==> config.mk <==
export PLATFORM = sky130hd
export DESIGN_NAME = worker_result_arbiter
export DESIGN_NICKNAME = d
export VERILOG_FILES = /design/src/rtl/worker_result_arbiter.sv
export SDC_FILE = /design/constraint.sdc
export NUM_CORES = 1
export LEC_CHECK = 0
export ABC_AREA = 1
export CORE_UTILIZATION = 35
export CTS_CLUSTER_DIAMETER = 50
export DETAILED_ROUTE_END_ITERATION = 10
export PLACE_DENSITY = 0.68
export SYNTH_ARGS = -nofsm -noshare
export SYNTH_HDL_FRONTEND = slang
export SYNTH_SLANG_ARGS = --single-unit
export TNS_END_PERCENT = 10
==> constraint.sdc <==
create_clock -name CLK -period 2.1 [get_ports CLK]
set_input_delay 0.21 -clock CLK [delete_from_list [all_inputs] [get_ports CLK]]
set_output_delay 0.21 -clock CLK [all_outputs]
set_load 0.05 [all_outputs]
==> src/rtl/worker_result_arbiter.sv <==
// Round-robin arbiter funnelling NUM_WORKERS worker-result channels into one downstream port
// through a one-word holding register.
module worker_result_arbiter #(
  parameter int unsigned WORKER_RESULT_WIDTH = 32,
  parameter int unsigned NUM_WORKERS         = 4,
  parameter int unsigned GRANT_WIDTH         = $clog2(NUM_WORKERS)
) (
  input  logic                                       CLK,
  input  logic                                       RST,
  input  logic [NUM_WORKERS-1:0]                     RECEIVE_WR_VALID,
  input  logic [NUM_WORKERS*WORKER_RESULT_WIDTH-1:0] RECEIVE_WR_DATA,
  output logic [NUM_WORKERS-1:0]                     RECEIVE_WR_READY,
  output logic                                       SEND_WR_VALID,
  output logic [WORKER_RESULT_WIDTH-1:0]             SEND_WR_DATA,
  input  logic                                       SEND_WR_READY,
  output logic [GRANT_WIDTH-1:0]                     GRANT_ID,
  output logic [31:0]                                TRANSFER_COUNT
);

  typedef enum logic [1:0] {
    StArb,
    StAccept,
    StSend
  } state_e;

  state_e                         state_q;
  logic   [GRANT_WIDTH-1:0]       ptr_q;
  logic   [NUM_WORKERS-1:0]       ready_q;
  logic                           send_valid_q;
  logic   [WORKER_RESULT_WIDTH-1:0] send_data_q;
  logic   [GRANT_WIDTH-1:0]       grant_q;
  logic   [31:0]                  count_q;

  logic                           arb_found;
  logic   [GRANT_WIDTH-1:0]       arb_winner;
  logic   [GRANT_WIDTH-1:0]       ptr_next;
  int unsigned                    search_idx;

  // First requester at or after the pointer, wrapping explicitly so any NUM_WORKERS works.
  always_comb begin
    arb_found  = 1'b0;
    arb_winner = '0;
    search_idx = 0;
    for (int unsigned i = 0; i < NUM_WORKERS; i++) begin
      search_idx = int'(ptr_q) + i;
      if (search_idx >= NUM_WORKERS) begin
        search_idx = search_idx - NUM_WORKERS;
      end
      if (!arb_found && RECEIVE_WR_VALID[search_idx]) begin
        arb_found  = 1'b1;
        arb_winner = GRANT_WIDTH'(search_idx);
      end
    end
  end

  always_comb begin
    if (grant_q == GRANT_WIDTH'(NUM_WORKERS - 1)) begin
      ptr_next = '0;
    end else begin
      ptr_next = grant_q + GRANT_WIDTH'(1);
    end
  end

  always_ff @(posedge CLK) begin
    if (RST) begin
      state_q      <= StArb;
      ptr_q        <= '0;
      ready_q      <= '0;
      send_valid_q <= 1'b0;
      send_data_q  <= '0;
      grant_q      <= '0;
      count_q      <= '0;
    end else begin
      unique case (state_q)
        StArb: begin
          if (arb_found) begin
            grant_q <= arb_winner;
            ready_q <= NUM_WORKERS'(1) << arb_winner;
            state_q <= StAccept;
          end else begin
            ready_q <= '0;
          end
        end
        StAccept: begin
          // A sender that drops VALID early keeps its grant until it reasserts.
          if (RECEIVE_WR_VALID[grant_q]) begin
            send_data_q  <= RECEIVE_WR_DATA[grant_q*WORKER_RESULT_WIDTH +: WORKER_RESULT_WIDTH];
            ready_q      <= '0;
            send_valid_q <= 1'b1;
            state_q      <= StSend;
          end
        end
        StSend: begin
          if (SEND_WR_READY) begin
            send_valid_q <= 1'b0;
            count_q      <= count_q + 32'd1;
            ptr_q        <= ptr_next;
            state_q      <= StArb;
          end
        end
        default: state_q <= StArb;
      endcase
    end
  end

  assign RECEIVE_WR_READY = ready_q;
  assign SEND_WR_VALID    = send_valid_q;
  assign SEND_WR_DATA     = send_data_q;
  assign GRANT_ID         = grant_q;
  assign TRANSFER_COUNT   = count_q;

endmodule

# After elaboration in Yosys (flattened, before gate mapping)
# Cells that the tools add are included.
# word_totals
regBits,75
latchBits,0
ram_bits,0
romBits,0
output_inout_bits,71
elab_cells,81
n_memories,0
# op_classes
addsub,9
n_mul,0
n_div,0
order_cmp,9
eq_ne,6
shift,2
muxes,33
bitwise,0
reduce_logical,15
# op_table
op,n
"less-than comparator 32 x 3 -> 1 bit, second input constant",4
2-to-1 mux 32 bit,4
variable part select 128 x 8 -> 32 bit,1
"adder 32 x 1 -> 32 bit, second input constant",1
2-to-1 mux 2 bit,8
"subtractor 3 x 3 -> 4 bit, second input constant",3
2-to-1 mux 1 bit,11
binary-select mux 1 bit (select 2 bit),5
"greater-or-equal comparator 3 bit, second input constant",3
2-to-1 mux 4 bit,2
case mux 4 bit (2 select lines),1
AND reduction 2 bit,4
"adder 2 x 2 -> 3 bit, second input constant",2
"inequality test 2 bit, second input constant",3
case mux 2 bit (3 select lines),1
AND reduction 3 bit,2
"equality test 2 bit, second input constant",2
nonzero test 2 bit,2
"<< shifter 1 x 2 -> 4 bit, first input constant",1
"subtractor 2 x 3 -> 4 bit, second input constant",1
"adder 2 x 1 -> 3 bit, second input constant",1
"greater-or-equal comparator 2 x 3 -> 1 bit, second input constant",1
logical AND 1 bit,3
zero test 1 bit,3
other kinds (5),5

# Longest topological paths before layout
# logic_depth
ltp_word,17
ltp_mapped,12
mapped_depth_nobuf,12

# Worst setup path before layout
# OpenSTA, ideal clock, no wires.
# synth_timing
path_type,flip-flop to flip-flop
from,register count_q[0] (netlist: TRANSFER_COUNT[0])
to,register count_q[18] (netlist: TRANSFER_COUNT[18])
t_arrival_ns,1.836
t_required_ns,1.983
setup_slack_ns,0.147
stages_incl_launch_ff,9
n_path_buf,0
path_cell_list,dfxtp_1 -> ha_1 -> inv_1 -> nor3_4 -> nand4_1 -> nor3_2 -> nand3_1 -> nand2_1 -> nor2_1
# synth_between
elab_chain_cells,1
# synth_lines
element,line,text
from (decl),32,logic [31:0] count_q;
from (signal assigned),96,count_q <= count_q + 32'd1;
adder 32 x 1 -> 32 bit,96,
# Every way passes these cells.
# A chain may end at the register's enable or synchronous reset.

# Final worst setup path
# layout_timing
from,register grant_q[0] (netlist: GRANT_ID[0])
to,output port GRANT_ID[0]
# layout_rtl
element,line,text
from (decl),31,logic [GRANT_WIDTH-1:0] grant_q;
from (signal assigned),77,grant_q <= arb_winner;
to (decl),16,"output logic [GRANT_WIDTH-1:0] GRANT_ID,"
# No word-level cell between the ends.

==> impl_metrics.sql <==
INSERT INTO impl_metrics (metric_group, metric, value, unit) VALUES
('drt', 'dr.first_iter.drc_count', '345', ''),
('synth', 'synth.ff_latch_count', '75', ''),
('synth', 'synth.yosys.warnings', '0', ''),
('sta', 'slew_worst_pin', '0.578', 'ns'),
('global_route', 'antenna_found_initial', '0', ''),
('critical_path', 'crit_path_top_delay_cell', 'clkdlybuf4s50_1', ''),
('final_layout', 'area_delta_synth_final', '56.3', '%'),
('global_route', 'first_pass_grt_wire_length', '24.9', 'mm'),
('critical_path', 'critPathCaptureType', 'output pin', ''),
('synth', 'postSynthAreaPerCell', '6.32', 'µm²'),
('drt', 'dr_total_vias', '5427', ''),
('synth', 'synth_fa_ha_area_frac', '0.00540', ''),
('clocking', 'tritoncts_buffer_count', '9', ''),
('final_layout', 'commonest_non_fill_non_tap_cell_in_the_layout', 'clkdlybuf4s50_1', ''),
('synth', 'synth-seq-area-share', '0.324', ''),
('die', 'fp.dieH', '117', 'µm'),
('final_layout', 'layout.nets', '1058', ''),
('die', 'start_util', '0.363', ''),
('global_route', 'grt.total_usage', '0.233', ''),
('run_status', 'run_status', 'finished clean', ''),
('drt', 'drtPass1Iterations', '5', ''),
('critical_path', 'critPathMaxFanout', '10', ''),
('clocking', 'clkTransAtPathRegs', '0.06', 'ns'),
('synth', 'yosys.area.top_type_share', '0.324', ''),
('synth', 'netlist_top_cells_area', 'dfxtp_1 (32%), nor2_1 (12%), nand2_1 (10%)', ''),
('clocking', 'htree_levels', '3', ''),
('synth', 'synth_edf_count', '0', ''),
('critical_path', 'slowest_delay', '0.85', 'ns'),
('min_path', 'holdPathEnd', 'SEND_WR_DATA[0]', ''),
('critical_path', 'path_delay_family', 'buffers and inverters', ''),
('die', 'fp.dieArea', '13700', 'µm²'),
('final_layout', 'insertedDiodeCount', '0', ''),
('sta', 'relSlewSlack', '0.614', ''),
('critical_path', 'crit_arrival', '1.65', 'ns'),
('drt', 'routedWlPerCell', '14.2', 'µm'),
('clocking', 'ctsHoldBuffers', '0', ''),
('min_path', 'worst_hold_path.num_cells', '2', ''),
('synth', 'synth_top_family_by_area', 'simple AND/OR/NAND/NOR gates', ''),
('critical_path', 'crit_chain', 'clkdlybuf4s50_1', ''),
('synth', 'synth_compound_area_frac', '0.239', ''),
('sta', 'timing.final.crit_period', '1.86', 'ns'),
('sta', 'final.setup.tns', '0', 'ns'),
('critical_path', 'critical_path.startpoint_type', 'flip-flop', ''),
('die', 'std_cell_rows', '41', ''),
('critical_path', 'number_of_buffer_and_inverter_stages_on_the_critical_path', '1', ''),
('min_path', 'hold_path_class', 'flip-flop to flip-flop', ''),
('synth', 'synthesis.instances', '733', ''),
('final_layout', 'most-common-layout-cells', 'clkdlybuf4s50_1 (204), nor2_1 (144), nand2_1 (127)', ''),
('die', 'die-width', '117', 'µm'),
('sta', 'fmax', '0.537', 'GHz'),
('synth', 'ys_types', '42', ''),
('synth', 'synth.largest_area_cell', 'dfxtp_1', ''),
('critical_path', 'register_to_register_path_setup_slack', '0.31', 'ns'),
('clocking', 'tritoncts_clock_tree', 'done', ''),
('flow_run', 'drv.max_cap_violation_count', '0', ''),
('critical_path', 'capture_instance_of_the_worst_register_to_register_path', 'TRANSFER_COUNT[16]', ''),
('sta', 'skew', '0.00891', 'ns'),
('pwr', 'pwr_density_cell', '783', 'nW/µm²'),
('clocking', 'post_cts_setup_repair_buffer_count', '0', ''),
('clocking', 'clkLatencyLatePin', '0.33', 'ns'),
('die', 'ioPinCount', '206', ''),
('synth', 'synth.cell_area', '4630', 'µm²'),
('global_route', 'grt_overflow_total', '0', ''),
('synth', 'muxShareOfSynthArea', '0', ''),
('clocking', 'numClockSinks', '75', ''),
('sta', 'timing.final.setup_violations', '0', ''),
('synth', 'async_reset_ff_frac', '0', ''),
('critical_path', 'worstSetupPathType', 'flip-flop to output pin', ''),
('synth', 'synth_flop_cell', 'dfxtp_1', ''),
('synth', 'synth_simple_gate_area_share', '0.325', ''),
('global_route', 'via_count_of_the_first_global_routing_pass', '5018', '');
==> power by group <==
group	switching, mW	internal [mW]	total, mW
logic	1.33	0.865	2.20
registers	0.113	1.59	1.70
clock network	0.614	1.16	1.77
==> kinds of logic after synthesis <==
| logic type | count (synthesis) |
|---|---|
| and+or+nand+nor | 344 |
| AOI/OAI and AO/OA | 192 |
| buffers and inverters | 114 |
| DFF | 75 |
| xor gates and xnor gates | 6 |
| adders and majority gates | 2 |
==> how the worst max path moves through the flow <==
stage,slack [ns],end,cells after the start,from
finish,0.24,GRANT_ID[0],1,GRANT_ID[0]
global route,0.09,TRANSFER_COUNT[26],9,TRANSFER_COUNT[10]
CTS,0.22,GRANT_ID[0],1,GRANT_ID[0]
detailed placement,0.19,TRANSFER_COUNT[21],9,SEND_WR_READY
global placement,0.19,TRANSFER_COUNT[21],9,SEND_WR_READY
floorplan,0.15,TRANSFER_COUNT[18],8,TRANSFER_COUNT[0]
==> cell usage after synthesis, drive strengths merged, types with 2 or more instances <==
library cell,n
nand3b,6
a21boi,2
nor2,150
nand2,135
dfxtp,75
nand3,25
inv,74
nand4,8
a211oi,2
o21ai,83
nor3b,2
clkbuf,26
xor2,2
o32ai,32
xnor2,4
ha,2
buf,13
nor3,15
a21oi,69
==> per-stage QoR <==
| step | instance area [µm²] | hold slack [ns] | std cells | util | setup WS, ns |
|---|---|---|---|---|---|
| detailed placement | 6900 | 0.434 | 1082 | 0.540 | 0.185 |
| finish | 7240 | 0.440 | 1098 | 0.567 | 0.237 |
| CTS | 7240 | 0.443 | 1098 | 0.567 | 0.216 |
| global placement | 6900 | 0.431 | 1082 | 0.540 | 0.195 |
| floorplan | 4630 | 0.399 | 733 | - | 0.147 |
| global route | 7240 | 0.459 | 1098 | 0.567 | 0.0926 |
==> sequential cells by signal (all words and copies together) (netlist names) <==
register and flops:
ptr_q 2, GRANT_ID 2, RECEIVE_WR_READY 4, SEND_WR_DATA 32
SEND_WR_VALID 1, TRANSFER_COUNT 32, state_q 2
==> final cells by class <==
class                   instances  area, µm²
multi-input cells             544       2690
clock inverters                 7        116
well taps                     172        215
inverters                      75        282
flip-flops and latches         75       1500
fillers                      1247       5530
clock buffers                   9        225
repair buffers                216       2210
==> layer usage <==
layer	wire [µm]	vias to the layer above	share of wire	global-route usage
met5	0	-	0	0
met4	338	0	0.022	0.0810
met2	7650	131	0.49	0.409
li1	-	2817	-	-
met1	7010	2452	0.45	0.287
met3	614	27	0.039	0.0417
No activity file was read; power rests on OpenSTA's default activity.
